File: config.mk
export PLATFORM = sky130hd
export DESIGN_NAME = load_3_sched
export DESIGN_NICKNAME = d
export VERILOG_FILES = /design/src/rtl/load_3_sched.sv
export SDC_FILE = /design/constraint.sdc
export NUM_CORES = 1
export LEC_CHECK = 0
export CAP_MARGIN = 20
export CORE_MARGIN = 2
export CORE_UTILIZATION = 36
export CTS_CLUSTER_SIZE = 24
export DETAILED_ROUTE_END_ITERATION = 8
export PLACE_DENSITY_LB_ADDON = 0.25
export SYNTH_ARGS = -nofsm -noshare
export SYNTH_HDL_FRONTEND = slang
export SYNTH_SLANG_ARGS = --single-unit
export TNS_END_PERCENT = 50
File: constraint.sdc
create_clock -name clk -period 2.1 [get_ports clk]
set_input_delay 0.42 -clock clk [delete_from_list [all_inputs] [get_ports clk]]
set_output_delay 0.42 -clock clk [all_outputs]
set_load 0.05 [all_outputs]
File: src/rtl/load_3_sched.sv
// Round-robin scheduler sharing one load_3 datapath among NREQ requesters.
// Grant LAT+2 cycles apart at best; response held until rsp_ready.
module load_3_sched #(
   parameter int NREQ = 4,
   parameter int LAT  = 2
) (
   input  logic                     clk,
   input  logic                     rst,
   input  logic [NREQ-1:0]          req,
   input  logic [8*NREQ-1:0]        s0_in,
   input  logic [8*NREQ-1:0]        s1_in,
   input  logic [8*NREQ-1:0]        s2_in,
   output logic [NREQ-1:0]          gnt,
   output logic [7:0]               dp_s0,
   output logic [7:0]               dp_s1,
   output logic [7:0]               dp_s2,
   input  logic [63:0]              dp_result,
   output logic                     rsp_valid,
   input  logic                     rsp_ready,
   output logic [$clog2(NREQ)-1:0]  rsp_id,
   output logic [63:0]              rsp_data,
   output logic                     busy
);
   localparam int IDW = $clog2(NREQ);
   localparam logic [3:0] CNT_END = 4'(LAT - 1);

   typedef enum logic [1:0] {IDLE, WAIT, RESP} state_t;

   state_t         state, nxt;
   logic [3:0]     cnt;
   logic [IDW-1:0] last;
   logic [IDW-1:0] win;
   logic [IDW-1:0] cand;
   logic           found;

   // Search starts just after the previous winner so every requester gets a turn.
   always_comb begin
      win   = last;
      cand  = last;
      found = 1'b0;
      for (int k = 1; k <= NREQ; k++) begin
         cand = IDW'((int'(last) + k) % NREQ);
         if (!found && req[cand]) begin
            found = 1'b1;
            win   = cand;
         end
      end
   end

   always_comb begin
      nxt = state;
      unique case (state)
         IDLE:    if (found) nxt = WAIT;
         WAIT:    if (cnt == CNT_END) nxt = RESP;
         RESP:    if (rsp_ready) nxt = IDLE;
         default: nxt = IDLE;
      endcase
   end

   always_ff @(posedge clk or negedge rst) begin
      if (!rst) state <= IDLE;
      else      state <= nxt;
   end

   always_ff @(posedge clk or negedge rst) begin
      if (!rst) begin
         gnt       <= '0;
         dp_s0     <= '0;
         dp_s1     <= '0;
         dp_s2     <= '0;
         rsp_valid <= 1'b0;
         rsp_id    <= '0;
         rsp_data  <= '0;
         cnt       <= '0;
         last      <= IDW'(NREQ - 1);
      end else begin
         gnt <= '0;
         unique case (state)
            IDLE: begin
               if (found) begin
                  gnt   <= NREQ'(1) << win;
                  dp_s0 <= s0_in[{win, 3'b000} +: 8];
                  dp_s1 <= s1_in[{win, 3'b000} +: 8];
                  dp_s2 <= s2_in[{win, 3'b000} +: 8];
                  last  <= win;
                  cnt   <= '0;
               end
            end
            WAIT: begin
               cnt <= cnt + 4'd1;
               // Operands were launched LAT edges ago, so dp_result is valid now.
               if (cnt == CNT_END) begin
                  rsp_data  <= dp_result;
                  rsp_id    <= last;
                  rsp_valid <= 1'b1;
               end
            end
            RESP: begin
               if (rsp_ready) rsp_valid <= 1'b0;
            end
            default: ;
         endcase
      end
   end

   assign busy = (state != IDLE);

endmodule

Yosys cells after proc, flatten, opt, wreduce, memory -nomap -nowiden
Index checks and enable logic that the tools add are counted.
{ "op_classes": {"n_reduce_logical": 15, "n_shift": 4, "muxes": 27, "n_addsub": 5, "n_eq_ne": 6, "order_cmp": 4} }
{ "op_table": {"columns": ["cell", "n"], "rows": [
  ["$shiftx A32 B6 Y8", 3],
  ["$mux W2", 7],
  ["$lt A2 B3 Y1 const B", 4],
  ["$mux W4", 3],
  ["$mux W1", 10],
  ["$bmux W1 S2", 4],
  ["$pmux W4 S2", 1],
  ["$ne A2 B2 Y1 const B", 3],
  ["$pmux W2 S3", 1],
  ["$reduce_and A2 Y1", 3],
  ["$reduce_and A3 Y1", 2],
  ["$reduce_bool A2 Y1", 3],
  ["$add A2 B1 Y2 const B", 2],
  ["$add A2 B2 Y2 const B", 2],
  ["$add A4 B1 Y4 const B", 1],
  ["$eq A4 B1 Y1 const B", 1],
  ["$shl A1 B2 Y4 const A", 1],
  ["$logic_and A1 B1 Y1", 3],
  ["$logic_not A1 Y1", 3],
  ["$eq A2 B1 Y1 const B", 1],
  ["$eq A2 B2 Y1 const B", 1],
  ["$logic_not A2 Y1", 1],
  ["$pmux W1 S2", 1]
]} }
{ "totals": {"in_bits": 167, "output_inout_bits": 96, "ff_bits": 103} }

Logic depth before layout (Yosys ltp)
{ "depth": {"word_depth": 16, "depth_mapped": 8} }

Worst setup path after synthesis
Ideal clock, no wire load.
{ "synth_timing": {"kind": "flip-flop to flip-flop", "from": "register last[0]", "to": "register dp_s1[3]", "path_slack_ps": 110, "path_buffers": 3, "stages_incl_launch_ff": 9, "t_required_ps": 1966, "t_arrival_ps": 1856, "cell_sequence": "dfstp_2 buf_4 and3b_1 a31oi_4 and2_1 buf_6 buf_6 mux2i_1 a211oi_2"} }
{ "synth_between": {"elab_chain_len": 14} }
{ "synth_rtl": {"columns": ["item", "line", "source"], "rows": [
  ["start, declared", "31", "logic [IDW-1:0] last;"],
  ["start signal, assigned", "75", "last <= IDW'(NREQ - 1);"],
  ["start signal, assigned", "85", "last <= win;"],
  ["$add A2 B1 Y2", "42", "cand = IDW'((int'(last) + k) % NREQ);"],
  ["$bmux W1 S2", "43", "if (!found && req[cand]) begin"],
  ["$mux W1 (implied by the code)", "43", null],
  ["$mux W1", "43", null],
  ["$logic_not A1 Y1", "43", null],
  ["$logic_and A1 B1 Y1", "43", null],
  ["$mux W1", "43", null],
  ["$logic_not A1 Y1", "43", null],
  ["$logic_and A1 B1 Y1", "43", null],
  ["$mux W1", "43", null],
  ["$logic_not A1 Y1", "43", null],
  ["$logic_and A1 B1 Y1", "43", null],
  ["$mux W2 / $mux W1 (equally long branches)", "43", null],
  ["$shiftx A32 B6 Y8 / $reduce_and A2 Y1 (equally long branches)", null, null],
  ["end signal, assigned", "83", "dp_s1 <= s1_in[{win, 3'b000} +: 8];"],
  ["end, declared", "15", "output logic [7:0] dp_s1,"]
]} }
Several ways; a longest one is shown, not always the timed one. The select of a mux whose other input is x is not followed.
A chain may end at the register's enable or synchronous reset.

Worst setup path in the final report
{ "layout_timing": {"from": "input port req[3]", "to": "register dp_s1[3]"} }
{ "layout_between": {"elab_chain_len": 13} }
{ "layout_rtl": {"columns": ["item", "line", "source"], "rows": [
  ["start, declared", "9", "input logic [NREQ-1:0] req,"],
  ["$bmux W1 S2", "43", null],
  ["$mux W1 (implied by the code)", "43", null],
  ["$mux W1", "43", null],
  ["$logic_not A1 Y1", "43", null],
  ["$logic_and A1 B1 Y1", "43", null],
  ["$mux W1", "43", null],
  ["$logic_not A1 Y1", "43", null],
  ["$logic_and A1 B1 Y1", "43", null],
  ["$mux W1", "43", null],
  ["$logic_not A1 Y1", "43", null],
  ["$logic_and A1 B1 Y1", "43", null],
  ["$mux W2 / $mux W1 (equally long branches)", "43", null],
  ["$shiftx A32 B6 Y8 / $reduce_and A2 Y1 (equally long branches)", null, null]
]} }
Several ways; a longest one is shown, not always the timed one. The select of a mux whose other input is x is not followed.

==> impl_metrics.ini <==
[run]
cap_violations = 0

[pwr]
p_clk_share_pct = 11.2
p_switching_mw = 6.72
p_leak_nw = 3.33
seqPwrFrac_pct = 25.2
ir_worst_vdd_mv = 1.03
cellPowerDensity_nw_per_um2 = 1740
switching_share_pct = 47.5
intPower_mw = 7.42
finalPower_mw = 14.1
comb_power_share_pct = 63.6

[yosys]
yosys_warnings = 0
yosys-top-cells-count = dfrtp_1, mux2_2, nor2_1, mux2i_1
synth-seq-cells = 103
ys_async_sr_fraction_pct = 100
synth_top_area_share_pct = 51.8
synth_cell_types = 38
ys_top_cells_by_area = dfrtp_1, mux2_2, a211oi_2
syn_inst = 381
syn_avg_cell_area_sq_um = 12.8
synth_most_common_cell = dfrtp_1
yosysSeqAreaShare_pct = 52.9
synth_edf_count = 0
yosysTopAreaCell = dfrtp_1
synth_ff_type = dfrtp_1
syn-num-nets = 550
synth_area_sq_um = 4880

[global_route]
antenna_found_initial = 0
grt_pass1_vias = 4560
grt_overflow = 0
grt_max_degree = 50
grt_first_pass_wirelength_mm = 23.9
grt_usage_pct = 21.2

[placement]
dp_slack_ns = -0.269
place.gp.congestion = 0.818
dp.cells = 818
dp_hpwl_mm = 11.0
io_buffers = 262

[clock_network]
clkTransAtPathRegs_ns = 0.07
cts-root-buf = clkbuf_16
hold_buffers = 0
clock_latency_ns = 0.34
cts-htree-levels = 3
cts.sinks = 103
postCtsSetupRepairBufs = 0
cts_resized = 0
clock_path_buffers = 2
cts_buffers = 9
cts_tree = done

[detailed_routing]
viasPerCell = 5.05
ant_nets = 0
drt-initial-drc-count = 191
drc = 0
dr.pass1.iters = 4
wirelength_mm = 14.8
wl_per_cell_microns = 17.8
vias = 4204

[timing]
setup_viol = 0
rsz0062_at_grt = no
tightest_slew_ns = 0.581
period_share_pct = 96.2
finalHoldViolCount = 0
slew_viol_final = 0
fmax_mhz = 495
slew_headroom_pct = 61.0
post-route-min-period_ns = 2.02
setup_ws_ns = 0.0806
fin_skew_ns = 0.00417

[floorplanning]
die_h_microns = 120
core_sq_um = 13200
start_util_pct = 36.8
dieArea_sq_um = 14500
ios = 263
placementRows = 42
die_x_microns = 120

[cells_and_area]
fin_nets = 822
regArea_sq_um = 2580
syn_to_final_growth_pct = 66.9
multi_input_area_sq_um = 2130
fillCellCount = 1092
antenna-diode-count = 0
drive_gt1_share_pct = 21.8
fin_cells = 833

[critical_path]
crit_type = in2reg
crit_required_ns = 2.36
cp-end-kind = flop
crit_fanout = 17
worst_setup_path_start_kind = primary input
cp.arrival_ns = 2.28

[hold_path]
hp-class = in2async

[status]
status = complete, no violations
## registers in the layout, indices dropped and copies added, names as in the netlist
register,count
dp_s2,8
dp_s1,8
cnt,4
gnt,4
rsp_data,64
rsp_id,2
rsp_valid,1
dp_s0,8
last,2
state,2
## layout make-up
cell class | instances | share of cell area, %
clock buffers | 11 | 2.98
clock inverters | 4 | 0.384
inverters | 5 | 0.231
multi-input cells | 247 | 26.2
flip-flops and latches | 103 | 31.7
well taps | 176 | 2.71
repair buffers | 287 | 35.8
## cells in the final DEF (no fill, tap or decap), drive strengths merged, types with 3 or more instances in the layout
master           n
clkinv           3
mux2            66
and3            24
a21oi            3
a211oi          48
inv              6
dfrtp          101
nor3             5
mux2i           27
nor2b            4
nand3            4
nand2            5
nand2b           4
clkdlybuf4s50  258
o21ai            6
nor2            34
buf             29
clkbuf          11
## logic make-up (layout without fill, tap and decap cells)
| kind of cell | Yosys count | after routing | synth area share, % |
|---|---|---|---|
| and+or+nand+nor | 86 | 86 | 9.26 |
| AOI/OAI and AO/OA | 65 | 65 | 12.6 |
| DFF | 103 | 103 | 52.9 |
| muxes | 93 | 93 | 20.8 |
| buffers and inverters | 31 | 307 | 3.75 |
| adders and majority gates | 2 | 2 | 0.513 |
| xor gates and xnor gates | 1 | 1 | 0.180 |
## routing by layer
layer	up-vias	routed length, microns	global-route usage (%)	share of wire (%)
li1	1939	-	-	-
met1	2057	5770	24.3	39
met2	187	7360	36.5	50
met3	21	1370	7.55	9.2
met4	0	301	7.27	2.0
met5	-	0	0	0
## through the flow
step	cell area, sq um	utilization [%]	hold WS (ns)	TNS (ns)
floorplan	4880	-	0.124	0
global placement	7860	59.4	0.416	-4.23
detailed placement	7860	59.4	0.423	-6.38
CTS	8140	61.4	0.0477	0
global route	8140	61.5	0.0671	0
finish	8140	61.5	0.0347	0
## worst max-delay path, stage by stage
cell and delay [ns]:
clkdlybuf4s50_1 0.52, and3b_1 0.32, buf_4 0.17, o31ai_4 0.34, buf_12 0.21, a211oi_1 0.08, a211oi_2 0.21
## power by group through the flow
stage / Sequential (mW) / Combinational, mW / Clock, mW
floorplan: 6.67 / 2.79 / 0
global placement: 3.53 / 8.90 / 0
detailed placement: 3.59 / 9.04 / 0
CTS: 3.57 / 9.07 / 1.64
global route: 3.70 / 9.47 / 1.71
finish: 3.56 / 8.99 / 1.59
## path summary, 6_finish.rpt
kind                                endpoint  slack [ns]    startpoint  depth (start not counted)
worst max-delay path                dp_s1[3]        0.08        req[3]                          7
worst min-delay path             rsp_data[1]        0.03           rst                          1
worst max register to register      dp_s0[0]        0.11       last[1]                          6
worst min register to register  rsp_data[55]        0.51  rsp_data[55]                          1
max in group asynchronous       rsp_data[54]        1.48           rst                          2
min in group clk                rsp_data[55]        0.51  rsp_data[55]                          1
No activity file was read; power rests on OpenSTA's default activity.
